### src/rtl/pwm_peripheral.sv
// pwm_peripheral: 16-channel PWM / static output driver.
//
// A free-running prescaler divides clk by PRESCALE to produce a count tick;
// an 8-bit PWM count advances on each tick, so one PWM period is
// 256*PRESCALE clk cycles. Each output bit is either forced low (disabled),
// driven static high (enabled, not in PWM mode) or follows the shared PWM
// waveform (enabled, PWM mode). All outputs are registered.
//
// Optional feature macro: PWM_SHADOW_DUTY_EN
//   defined   -> duty is captured into a shadow register on each period wrap,
//                so a mid-period duty change first shows in the next period.
//   undefined -> duty input is used directly on every compare.
//
// The block has no state machine and no handshake: every input is a plain
// level already synchronous to clk, so no synchronizers are used.

module pwm_peripheral #(
  parameter int unsigned PRESCALE = 13
) (
  input  logic        clk,
  input  logic        rst,
  input  logic [7:0]  en_reg_out_7_0,
  input  logic [7:0]  en_reg_out_15_8,
  input  logic [7:0]  en_reg_pwm_7_0,
  input  logic [7:0]  en_reg_pwm_15_8,
  input  logic [7:0]  pwm_duty_cycle,
  output logic [15:0] out,
  output logic        period_start
);

  localparam logic [15:0] PRESCALE_LAST = 16'(PRESCALE - 1);

  logic [15:0] presc_cnt;
  logic [7:0]  pwm_cnt;
  logic        tick;
  logic        wrap;
  logic [7:0]  duty_eff;
  logic        pwm_sig;
  logic [15:0] en_out;
  logic [15:0] en_pwm;
  logic [15:0] out_next;

  assign en_out = {en_reg_out_15_8, en_reg_out_7_0};
  assign en_pwm = {en_reg_pwm_15_8, en_reg_pwm_7_0};

  // Tick on the last prescale cycle; wrap when that tick also rolls 255 -> 0.
  assign tick = (presc_cnt == PRESCALE_LAST);
  assign wrap = tick && (pwm_cnt == 8'hFF);

  // Prescale counter: free-running 0..PRESCALE-1, independent of enables.
  always_ff @(posedge clk) begin
    if (rst) begin
      presc_cnt <= '0;
    end else if (tick) begin
      presc_cnt <= '0;
    end else begin
      presc_cnt <= presc_cnt + 16'd1;
    end
  end

  // PWM count: advances once per tick and wraps naturally at 8 bits.
  always_ff @(posedge clk) begin
    if (rst) begin
      pwm_cnt <= '0;
    end else if (tick) begin
      pwm_cnt <= pwm_cnt + 8'd1;
    end
  end

  // Period marker: high for the single cycle in which the count reads 0
  // right after a wrap.
  always_ff @(posedge clk) begin
    if (rst) begin
      period_start <= 1'b0;
    end else begin
      period_start <= wrap;
    end
  end

`ifdef PWM_SHADOW_DUTY_EN
  logic [7:0] duty_shadow;

  // Shadow duty: sampled only at the wrap so each period uses one stable value.
  always_ff @(posedge clk) begin
    if (rst) begin
      duty_shadow <= '0;
    end else if (wrap) begin
      duty_shadow <= pwm_duty_cycle;
    end
  end

  assign duty_eff = duty_shadow;
`else
  assign duty_eff = pwm_duty_cycle;
`endif

  // 0xFF is treated as 100 % so full-on never shows a low cycle at count 255.
  assign pwm_sig = (duty_eff == 8'hFF) || (pwm_cnt < duty_eff);

  // Per-bit output select: disabled bits stay low whatever the PWM select says.
  always_comb begin
    out_next = '0;
    for (int i = 0; i < 16; i++) begin
      if (en_out[i]) begin
        out_next[i] = en_pwm[i] ? pwm_sig : 1'b1;
      end
    end
  end

  // Output register: pins only change on clk edges, reset forces all low.
  always_ff @(posedge clk) begin
    if (rst) begin
      out <= '0;
    end else begin
      out <= out_next;
    end
  end

endmodule

### config.mk
export PLATFORM = sky130hd
export DESIGN_NAME = pwm_peripheral
export DESIGN_NICKNAME = d
export VERILOG_FILES = /design/src/rtl/pwm_peripheral.sv
export SDC_FILE = /design/constraint.sdc
export NUM_CORES = 1
export LEC_CHECK = 0
export BUFFER_PORTS_ARGS = -buffer_cell sky130_fd_sc_hd__buf_2
export CAP_MARGIN = 20
export CORE_UTILIZATION = 50
export DETAILED_ROUTE_END_ITERATION = 7
export HOLD_SLACK_MARGIN = 0.06
export PLACE_DENSITY = 0.84
export SETUP_SLACK_MARGIN = 0.05
export SLEW_MARGIN = 15
export SYNTH_ARGS = -nofsm -noshare
export SYNTH_HDL_FRONTEND = slang
export SYNTH_SLANG_ARGS = --single-unit
### constraint.sdc
create_clock -name clk -period 2.25 [get_ports clk]
set_input_delay 0.225 -clock clk [delete_from_list [all_inputs] [get_ports clk]]
set_output_delay 0.225 -clock clk [all_outputs]
set_load 0.02 [all_outputs]
==> out/metrics.cfg <==
[power]
switching_power_mw=0.339
finalPower_mw=1.48
leakage_nw=1.02
ir_drop_uv=495
power.share.clock_pct=39.8
p_sw_share_pct=22.9
power_frac_seq_pct=50.9
p_per_area_nw_per_um2=634
p_int_mw=1.14
combPwrFrac_pct=9.3

[synth]
synth_top_flop_cell=dfxtp_1
yosysSeqAreaShare_pct=43.6
netlist_instances=207
synth_top_cell_by_area=dfxtp_1
synth_nets=259
synth.area.top_cells=dfxtp_1 (44%), ha_1 (6.6%), nand2b_1 (6.3%)
netlist_area_um2=1880
avgSynthCellArea_um2=9.10
synthDistinctLibCells=33
synth_top_area_share_pct=43.6
synth-seq-cells=41
synthArstFlopShare_pct=0
synth_edf_count=0
synth_warnings=0

[detailed_routing]
vias=1624
drt_iter0_drc=103
wl_per_cell_um=12.1
via_per_inst=5.16
first_pass_iters=4
wl_mm=3.82
drc=0
ant_nets=0

[sta]
drv_slew=0
relSlewSlack_pct=75.1
whs_ns=0.0919
tightest_slew_ns=0.372
fin_crit_ns=1.95
setup_viol=0
clock_skew_ns=0.00675
fmax_mhz=512
period_share_pct=86.8
finalHoldViolations=0
tns_ns=0
rsz0062_at_grt=false

[final_layout]
layout-drive-gt1-share_pct=28.3
fin_cells=315
n_antenna_cell=0
final_util_pct=67.3
final_common_cell=buf_2
final_cell_mix=buf_2 (58), dfxtp_1 (41), a21oi_1 (23)
final_nets=320
syn2layout_area_growth_pct=24.0
fillers=306

[place]
dp_hpwl_mm=2.85
routabilityCongestion=0.884
dpl.cell_count=307
io_buffer_count=58

[worst_setup_path]
crit_path_end_kind=flop
required_ns=2.48
cp_max_fo=16
arrival_ns=2.19
start_kind=flop
crit_type=flop to flop

[global_routing]
track_usage_pct=21.6
grt_max_degree=27
grt_overflow_total=0
grt_pass1_wl_mm=6.80
antenna_found_initial=0
grt_pass1_vias=1587

[floorplan]
pin_count=59
dieWidth_um=63.4
die_area_um2=4020
core_area_um2=3470
initial_core_util_pct=54.3
die_h_um=63.4
rows=21

[clock_network]
clockBufferDepth=2
cts_tree=built
post-cts-setup-buffer-count=0
hold_buffers=0
worstSkewPairLatency_ns=0.29
clockRootBuffer=clkbuf_8
htreeDepth=2
post_cts_resized=0
cts_sinks=41
path_clk_slew_ns=0.08
cts-buffers-inserted=5

[run_status]
status=finished clean

[hold_path]
hold_class=primary input to flop

[job]
max_cap_violations=0

cell type report:
cell class,instances,area [µm²],area share [%]
multi-input combinational,145,976,41.8
sequential,41,821,35.2
timing repair buffer,61,313,13.4
clock buffer,5,68.8,2.95
tap,46,57.6,2.47
inverter,14,52.6,2.25
clock inverter,3,46.3,1.98
power groups by stage:
stage          registers, mW  logic, mW  clock network [mW]
2_1_floorplan          0.791     0.0535                   0
6_report               0.754      0.137               0.589
3_5_place_dp           0.771      0.137                   0
4_1_cts                0.754      0.138               0.597
3_3_place_gp           0.770      0.133                   0
5_1_grt                0.757      0.153               0.637
synth_stat cells, types with 2 or more instances:
master	instances
dfxtp_1	41
a21oi_1	23
nor2_1	21
nand2b_1	19
inv_1	14
ha_1	10
xnor2_1	10
nand4_1	8
nand2_1	7
nand3_1	6
nor3_1	5
nor4_1	5
o31ai_1	5
or4_1	5
xor2_1	5
buf_2	3
clkbuf_1	3
o21ai_0	2
cells by family (layout without fill, tap and decap cells):
| kind of cell | Yosys count | after routing | synth area share, % |
|---|---|---|---|
| xor gates and xnor gates | 15 | 15 | 6.98 |
| muxes | 1 | 1 | 0.532 |
| DFF | 41 | 41 | 43.6 |
| and+or+nand+nor | 84 | 84 | 26.0 |
| buffers and inverters | 21 | 83 | 4.58 |
| adders and majority gates | 10 | 10 | 6.64 |
| AOI/OAI and AO/OA | 35 | 35 | 11.6 |
critical path, cell delays in order, from the launching register on:
cell,delay [ns]
dfxtp_1,0.38
inv_1,0.08
ha_1,0.15
nor4b_4,0.20
nand4_2,0.34
or4_1,0.61
a21oi_1,0.14
state kept, by name, indices dropped and copies added, names as in the netlist:
name and flops:
presc_cnt 16, pwm_cnt 8, out 16, period_start 1
through the flow:
step / instance area, µm² / setup slack [ns]
6_report: 2330 / 0.296
5_1_grt: 2330 / 0.129
4_1_cts: 2330 / 0.289
3_5_place_dp: 2220 / 0.298
3_3_place_gp: 2220 / 0.392
2_1_floorplan: 1880 / 0.538
path summary, 6_finish.rpt:
| check | from | end | cells after the start | slack [ns] |
|---|---|---|---|---|
| setup / recovery | presc_cnt[0]$_SDFF_PP0_ | pwm_cnt[7]$_SDFFE_PP0P_ | 6 | 0.30 |
| hold / removal | en_reg_pwm_15_8[2] | out[10]$_SDFF_PP0_ | 2 | 0.09 |
| setup reg to reg | presc_cnt[0]$_SDFF_PP0_ | pwm_cnt[7]$_SDFFE_PP0P_ | 6 | 0.30 |
| hold reg to reg | pwm_cnt[6]$_SDFFE_PP0P_ | pwm_cnt[6]$_SDFFE_PP0P_ | 2 | 0.51 |
metal layers:
| metal | global-route usage (%) | up-vias | part of all wire (%) |
|---|---|---|---|
| met3 | 7.43 | 5 | 7.9 |
| met5 | 0 | - | 0 |
| met1 | 26.1 | 715 | 45 |
| met2 | 35.2 | 64 | 45 |
| li1 | - | 840 | - |
| met4 | 7.67 | 0 | 1.5 |
Power figures use the tool's default switching activity.
